**config.mk**
```make
export PLATFORM = sky130hd
export DESIGN_NAME = axis_pkt_gen
export DESIGN_NICKNAME = d
export VERILOG_FILES = /design/src/rtl/axis_pkt_gen_pkg.sv /design/src/rtl/axis_pkt_gen.sv
export SDC_FILE = /design/constraint.sdc
export NUM_CORES = 1
export LEC_CHECK = 0
export BUFFER_PORTS_ARGS = -buffer_cell sky130_fd_sc_hd__buf_2
export CORE_AREA = 2 2 153 155
export DETAILED_ROUTE_END_ITERATION = 7
export DIE_AREA = 0 0 155 157
export PLACE_DENSITY = 0.52
export RECOVER_POWER = 100
export SLEW_MARGIN = 40
export SYNTH_ARGS = -nofsm -noshare
export SYNTH_HDL_FRONTEND = slang
export SYNTH_SLANG_ARGS = --single-unit
```
**constraint.sdc**
```tcl
create_clock -name m00_axis_aclk -period 3.8 [get_ports m00_axis_aclk]
set_input_delay 0.57 -clock m00_axis_aclk [delete_from_list [all_inputs] [get_ports m00_axis_aclk]]
set_output_delay 0.57 -clock m00_axis_aclk [all_outputs]
set_load 0.005 [all_outputs]
```
**src/rtl/axis_pkt_gen_pkg.sv**
```systemverilog
// Shared definitions for the AXI4-Stream packet generator: FSM state encoding
// and default parameter widths.
package axis_pkt_gen_pkg;

  localparam int DEF_TDATA_WIDTH = 32;
  localparam int DEF_LEN_WIDTH   = 8;
  localparam int DEF_CNT_WIDTH   = 16;
  localparam int DEF_GAP_WIDTH   = 8;

  typedef enum logic [1:0] {
    ST_IDLE = 2'd0,
    ST_SEND = 2'd1,
    ST_GAP  = 2'd2,
    ST_DONE = 2'd3
  } gen_state_t;

endpackage

```
**src/rtl/axis_pkt_gen.sv**
```systemverilog
// AXI4-Stream master that emits framed packets of incrementing data beats,
// with optional idle gaps, graceful stop and full TREADY backpressure.
module axis_pkt_gen
  import axis_pkt_gen_pkg::*;
#(
  parameter int C_M_AXIS_TDATA_WIDTH = DEF_TDATA_WIDTH,
  parameter int C_LEN_WIDTH          = DEF_LEN_WIDTH,
  parameter int C_CNT_WIDTH          = DEF_CNT_WIDTH,
  parameter int C_GAP_WIDTH          = DEF_GAP_WIDTH
) (
  input  logic                                m00_axis_aclk,
  input  logic                                m00_axis_areset,
  input  logic                                start,
  input  logic                                stop,
  input  logic [C_LEN_WIDTH-1:0]              pkt_len,
  input  logic [C_CNT_WIDTH-1:0]              num_pkts,
  input  logic [C_GAP_WIDTH-1:0]              gap,
  input  logic [C_M_AXIS_TDATA_WIDTH-1:0]     seed,
  output logic                                busy,
  output logic                                done,
  output logic [C_CNT_WIDTH-1:0]              pkts_sent,
  output logic                                m00_axis_tvalid,
  output logic [C_M_AXIS_TDATA_WIDTH-1:0]     m00_axis_tdata,
  output logic [C_M_AXIS_TDATA_WIDTH/8-1:0]   m00_axis_tstrb,
  output logic                                m00_axis_tlast,
  input  logic                                m00_axis_tready
);

  localparam logic [C_LEN_WIDTH-1:0]          LEN_ONE  = {{(C_LEN_WIDTH-1){1'b0}}, 1'b1};
  localparam logic [C_CNT_WIDTH-1:0]          CNT_ONE  = {{(C_CNT_WIDTH-1){1'b0}}, 1'b1};
  localparam logic [C_GAP_WIDTH-1:0]          GAP_ONE  = {{(C_GAP_WIDTH-1){1'b0}}, 1'b1};
  localparam logic [C_M_AXIS_TDATA_WIDTH-1:0] DATA_ONE = {{(C_M_AXIS_TDATA_WIDTH-1){1'b0}}, 1'b1};

  gen_state_t                state;
  logic [C_LEN_WIDTH-1:0]    beat_cnt;
  logic [C_GAP_WIDTH-1:0]    gap_cnt;
  logic [C_LEN_WIDTH-1:0]    len_lat;
  logic [C_CNT_WIDTH-1:0]    num_lat;
  logic [C_GAP_WIDTH-1:0]    gap_lat;
  logic                      stop_req;
  logic                      last_beat;
  logic                      end_run;

  assign m00_axis_tstrb = '1;
  assign last_beat      = (beat_cnt == len_lat - LEN_ONE);
  // A stop arriving in the same cycle as a boundary is honoured at that boundary.
  assign end_run        = stop_req || stop;

  always_ff @(posedge m00_axis_aclk) begin
    if (m00_axis_areset) begin
      state           <= ST_IDLE;
      m00_axis_tvalid <= 1'b0;
      m00_axis_tlast  <= 1'b0;
      m00_axis_tdata  <= '0;
      busy            <= 1'b0;
      done            <= 1'b0;
      pkts_sent       <= '0;
      beat_cnt        <= '0;
      gap_cnt         <= '0;
      stop_req        <= 1'b0;
      len_lat         <= '0;
      num_lat         <= '0;
      gap_lat         <= '0;
    end else begin
      done <= 1'b0;
      if (state != ST_IDLE && stop) begin
        stop_req <= 1'b1;
      end
      case (state)
        ST_IDLE: begin
          if (start && pkt_len != '0 && num_pkts != '0) begin
            len_lat         <= pkt_len;
            num_lat         <= num_pkts;
            gap_lat         <= gap;
            m00_axis_tdata  <= seed;
            beat_cnt        <= '0;
            pkts_sent       <= '0;
            m00_axis_tvalid <= 1'b1;
            m00_axis_tlast  <= (pkt_len == LEN_ONE);
            busy            <= 1'b1;
            state           <= ST_SEND;
          end
        end
        ST_SEND: begin
          if (m00_axis_tready) begin
            m00_axis_tdata <= m00_axis_tdata + DATA_ONE;
            if (last_beat) begin
              pkts_sent <= pkts_sent + CNT_ONE;
              beat_cnt  <= '0;
              if ((pkts_sent + CNT_ONE) == num_lat || end_run) begin
                m00_axis_tvalid <= 1'b0;
                m00_axis_tlast  <= 1'b0;
                done            <= 1'b1;
                state           <= ST_DONE;
              end else if (gap_lat == '0) begin
                m00_axis_tlast <= (len_lat == LEN_ONE);
              end else begin
                m00_axis_tvalid <= 1'b0;
                m00_axis_tlast  <= 1'b0;
                gap_cnt         <= '0;
                state           <= ST_GAP;
              end
            end else begin
              beat_cnt       <= beat_cnt + LEN_ONE;
              m00_axis_tlast <= ((beat_cnt + LEN_ONE) == (len_lat - LEN_ONE));
            end
          end
        end
        ST_GAP: begin
          if (gap_cnt == gap_lat - GAP_ONE) begin
            if (end_run) begin
              done  <= 1'b1;
              state <= ST_DONE;
            end else begin
              m00_axis_tvalid <= 1'b1;
              m00_axis_tlast  <= (len_lat == LEN_ONE);
              state           <= ST_SEND;
            end
          end else begin
            gap_cnt <= gap_cnt + GAP_ONE;
          end
        end
        ST_DONE: begin
          busy     <= 1'b0;
          stop_req <= 1'b0;
          state    <= ST_IDLE;
        end
        default: state <= ST_IDLE;
      endcase
    end
  end

endmodule

```
Yosys cells after proc, flatten, opt, wreduce, memory -nomap -nowiden:

Cells that the tools add are included.

* multiplexer cells: 48
* reduce and logical (&&, ||, !) cells: 23
* eq/ne operators: 18
* $add $sub $neg: 6

Operator list (number)
* 32-bit 2-to-1 mux: 2
* 8-bit 2-to-1 mux: 8
* 32-bit case mux with 2 select lines: 1
* 16-bit 2-to-1 mux: 3
* 32-bit by 1-bit adder with 32-bit output (second input constant): 1
* 16-bit case mux with 2 select lines: 1
* 8-bit case mux with 2 select lines: 2
* 8-bit == test: 3
* 1-bit 2-to-1 mux: 19
* 16-bit by 1-bit adder with 16-bit output (second input constant): 1
* 8-bit by 1-bit adder with 8-bit output (second input constant): 2
* 16-bit == test: 1
* 8-bit by 1-bit == test with 1-bit output (second input constant): 2
* 2-bit != test (second input constant): 8
* 16-bit nonzero test: 1
* 8-bit by 1-bit subtractor with 8-bit output (second input constant): 2
* 2-bit 2-to-1 mux: 7
* 5-bit AND reduction: 2
* 8-bit logical NOT: 1
* 2-bit case mux with 4 select lines: 1
* 2-bit nonzero test: 4
* 8-bit nonzero test: 1
* 7-bit AND reduction: 1
* 1-bit case mux with 3 select lines: 2
* 13 further kinds: 19

* bits of input ports: 69
* output and inout port bits: 56
* register bits after elaboration: 103

Logic depth before layout (Yosys ltp):

* word-level depth: 7
* mapped depth: 12
* depth with buffers taken out: 10

Worst setup path before layout:

No wires, ideal clock.

* path kind: register to register
* start: reg len_lat[0]
* end: reg gap_cnt[3]
* arrival: 2.881 ns
* buffers on the path: 0
* path slack: 0.848 ns
* period minus slack after synthesis: 2.952 ns
* library setup time: 0.070 ns
* stages on the path, launching flop included: 11
* path through: dfxtp_1 inv_1 ha_1 o21ba_2 a221o_1 a2111oi_4 nand3_4 o41ai_2 o21ai_1 or4b_1 a21oi_1

* longest elaborated chain between the ends: 4

RTL lines
* start, declared: RTL line axis_pkt_gen.sv:37 `logic [C_LEN_WIDTH-1:0] len_lat;`
* start signal, assigned: RTL line axis_pkt_gen.sv:72 `len_lat <= pkt_len;`
* 8-bit by 1-bit subtractor with 8-bit output: RTL line axis_pkt_gen.sv:45 `assign last_beat = (beat_cnt == len_lat - LEN_ONE);`
* 8-bit == test: RTL line axis_pkt_gen.sv:45
* 2-bit != test (no line)
* 6-bit AND reduction (no line)
* end signal, assigned: RTL line axis_pkt_gen.sv:120 `gap_cnt <= gap_cnt + GAP_ONE;`
* end, declared: RTL line axis_pkt_gen.sv:36 `logic [C_GAP_WIDTH-1:0] gap_cnt;`

No other way between the ends.
A chain may end at the register's enable or synchronous reset.

Final worst setup path:

* start: reg pkts_sent[2]
* end: reg gap_cnt[0]

* longest elaborated chain between the ends: 5

RTL lines
* start, declared: RTL line axis_pkt_gen.sv:21 `output logic [C_CNT_WIDTH-1:0] pkts_sent,`
* start signal, assigned: RTL line axis_pkt_gen.sv:88 `pkts_sent <= pkts_sent + CNT_ONE;`
* 16-bit by 1-bit adder with 16-bit output: RTL line axis_pkt_gen.sv:90 `if ((pkts_sent + CNT_ONE) == num_lat || end_run) begin`
* 16-bit == test: RTL line axis_pkt_gen.sv:90
* 1-bit logical OR: RTL line axis_pkt_gen.sv:90
* 2-bit != test (no line)
* 6-bit AND reduction (no line)

No other way between the ends.

==> run_results.csv <==
group,metric,value,unit
floorplan,boundaryPins,125,
global_route,grt_pass1_wl,32.9,mm
routing,firstDrtPassIters,7,
setup_path,crit_type,"reg2reg",
global_route,grt_usage,16.7,%
setup_path,required,4030,ps
clocking,cts_tree,"yes",
global_route,grt.busiest_layer,"met2",
global_route,antenna_found_initial,0,
global_route,grtUsageMet2,27.5,%
floorplan,die_area,24300,um^2
finish,diodes,0,
worst_hold_path,min_path_type,"in2reg",
timing,setup-tns-final,0,ps
finish,area_growth_syn_to_layout,15.5,%
timing,rsz0062_at_grt,"no",
global_route,grt_start_max_net_pins,74,
setup_path,cp_max_fo,15,
placed_design,gp_congestion,0.874,
timing,drv_slew,0,
pwr,power_frac_clock,19.7,%
global_route,grt_use_met3,3.44,%
clocking,cts_made_buffers,9,
synth,synth-edff-count,0,
placed_design,place_inst,1236,
worst_hold_path,min-delay-start,"gap[0]",
setup_path,worstPathArrival,3570,ps
clocking,clk_path_buf_depth,2,
finish,nNetsFinal,1042,
finish,drive_gt1_share,13.1,%
synth,synth_compound_area_share,22.9,%
global_route,use_met1,22.5,%
timing,timing.fmax,299,MHz
setup_path,cp-start-kind,"register",
routing,num_vias,6751,
setup_path,ff2ff_path_depth,11,
synth,synthArstFlopShare,0,%
placed_design,dp.final_hpwl,15.0,mm
synth,synth_xor_area_share,6.10,%
placed_design,dp_worst_setup_slack,495,ps
worst_hold_path,holdPathStages,3,
timing,finalCriticalPeriod,3340,ps
timing,skew,12.9,ps
synth,synth.ff_latch_count,103,
job,maxCapViolCount,0,
floorplan,core_area,22500,um^2
floorplan,die_h,157,um
routing,via_per_inst,5.40,
synth,synth_warnings,0,
synth,synth-simple-area-share,26.9,%
placed_design,port_buffers,120,
timing,worst_slew_pin_slew,1120,ps
pwr,seq_power_share,34.1,%
synth,synthMuxAreaShare,5.67,%
pwr,combPwrFrac,46.2,%
routing,routedWlPerCell,16.6,um
setup_path,rr_endpoint,"gap_cnt[0]",
synth,netlist.area_leader.share,30.7,%
synth,synth.area.top_cells,"dfxtp_1 31%, mux2i_1 5.7%, nor2_1 5.3%",
routing,drt_wl_total,20.8,mm
timing,setup_slack,458,ps
pwr,p_switching,0.00206,W
synth,syn_inst,879,
pwr,leakagePower,2.93,nW
routing,drt_iter0_drc,375,
synth,synth.most_common_cell,"dfxtp_1",
clocking,ctsResizeCount,0,
timing,timing.slew.headroom,25.1,%
setup_path,end_kind,"register",
synth,synth_area_per_cell,7.63,um^2
clocking,clkLatencyLatePin,370,ps
timing,setup_violations,0,
timing,hold_viol_final,0,
clocking,cts_setup_buffers,0,
clocking,cts.htree.levels,3,
clocking,clock-sinks,103,
synth,synth_top_family_by_area,"simple AND/OR/NAND/NOR gates",
worst_hold_path,min_delay_worst_endpoint,"gap_lat[0]",
floorplan,die-width,155,um
setup_path,r2r_slack,460,ps
pwr,ir_drop,0.000228,V
timing,finalCritPeriodShare,87.9,%
finish,finalNonFillerCells,1251,
pwr,powerDensity,602,nW/um^2
routing,detail-route-antenna-nets,0,
pwr,p_int,0.00260,W
setup_path,timing.rr.start,"pkts_sent[2]",
routing,drc,0,
floorplan,initial_core_util,29.8,%
global_route,grt_pass1_vias,6230,
synth,yosysSeqAreaShare,30.7,%
synth,synth_area,6710,um^2
pwr,netSwitchingFraction,44.1,%
synth,synthAdderAreaFrac,2.05,%
synth,synth_common_cells,"103 x dfxtp_1, 94 x nor2_1, 74 x nand2_1",
clocking,cts-root-buf,"clkbuf_16",
synth,synthDistinctLibCells,74,
clocking,clk_pin_slew,70,ps
floorplan,rows,55,
outcome,run_status,"complete, no violations",
synth,synth_flop_cell,"dfxtp_1",
synth,yosysTopAreaCell,"dfxtp_1",
clocking,postCtsHoldBufs,0,
global_route,grt-ovfl-total,0,
[cell usage in the layout, fill, tap and decap left out, drive strengths merged, types with 9 or more instances in the layout]
cell	instances
and3	10
nor3b	9
nor3	25
clkbuf	57
o21ai	53
nand2	74
inv	23
xor2	21
nand4	18
a211oi	23
or4	10
xnor2	23
nand3	40
mux2i	38
nor2	94
o22ai	13
buf	93
nor4	14
or3	21
a31oi	14
a21oi	64
ha	11
dfxtp	103
[metrics by stage]
step | util, % | hold WS, ps | power, W | cell area [um^2]
finish | 34.4 | 434 | 0.00466 | 7750
CTS | 34.8 | 426 | 0.00474 | 7830
global placement | 33.6 | 492 | 0.00379 | 7550
global route | 34.4 | 438 | 0.00503 | 7750
floorplan | - | 466 | 0.00316 | 6720
detailed placement | 33.6 | 497 | 0.00380 | 7550
[power by group through the flow]
stage	logic [W]	clock network, W	registers [W]
2_1_floorplan	0.00162	0	0.00154
3_5_place_dp	0.00219	0	0.00161
4_1_cts	0.00220	0.000951	0.00159
3_3_place_gp	0.00218	0	0.00161
5_1_grt	0.00242	0.000982	0.00163
6_report	0.00215	0.000919	0.00159
[metal layers]
metal | wire [um] | vias up
met1 | 9810 | 3193
met3 | 950 | 23
met4 | 316 | 0
met2 | 9680 | 158
met5 | 0 | -
li1 | - | 3377
[worst max-delay path by stage]
stage,from,to,slack (ps),depth (start not counted)
4_1_cts,len_lat[0],gap_cnt[5],490,11
3_5_place_dp,len_lat[0],gap_cnt[5],490,11
3_3_place_gp,len_lat[0],gap_cnt[3],560,11
5_1_grt,pkts_sent[2],gap_cnt[0],160,11
6_report,pkts_sent[2],gap_cnt[0],460,11
2_1_floorplan,len_lat[0],gap_cnt[3],850,10
[state kept, by name (all words and copies together) (netlist names)]
name / count
beat_cnt: 8
busy: 1
done: 1
gap_cnt: 8
gap_lat: 8
len_lat: 8
m00_axis_tdata: 32
m00_axis_tlast: 1
m00_axis_tvalid: 1
num_lat: 16
pkts_sent: 16
state: 2
stop_req: 1
[kinds of logic (layout without fill, tap and decap cells)]
logic type	count (synthesis)	count (layout)
other	1	4
multiplexers	38	38
flip-flops	103	103
buffers and inverters	92	176
XOR/XNOR	45	45
AO/OA/AOI/OAI	234	234
adder cells (fa/ha/maj)	11	11
AND/OR/NAND/NOR	355	355
[worst max-delay path, stage by stage (launching register included)]
cell and delay (ps):
dfxtp_1 310, clkbuf_1 420, nand3_1 380, nor4_1 340
clkbuf_1 330, nor3b_1 100, nor4_1 450, a41oi_1 230
o21ai_1 180, buf_4 210, mux2i_1 190, nor2_1 50
[final cells by class]
type	instances	area (um^2)
Multi-Input combinational cell	687	4290
Fill cell	2412	14800
Timing Repair Buffer	140	676
Tap cell	285	357
Sequential cell	103	2060
Inverter	21	78.8
Clock inverter	5	42.5
Clock buffer	10	239
Power figures use the tool's default switching activity.
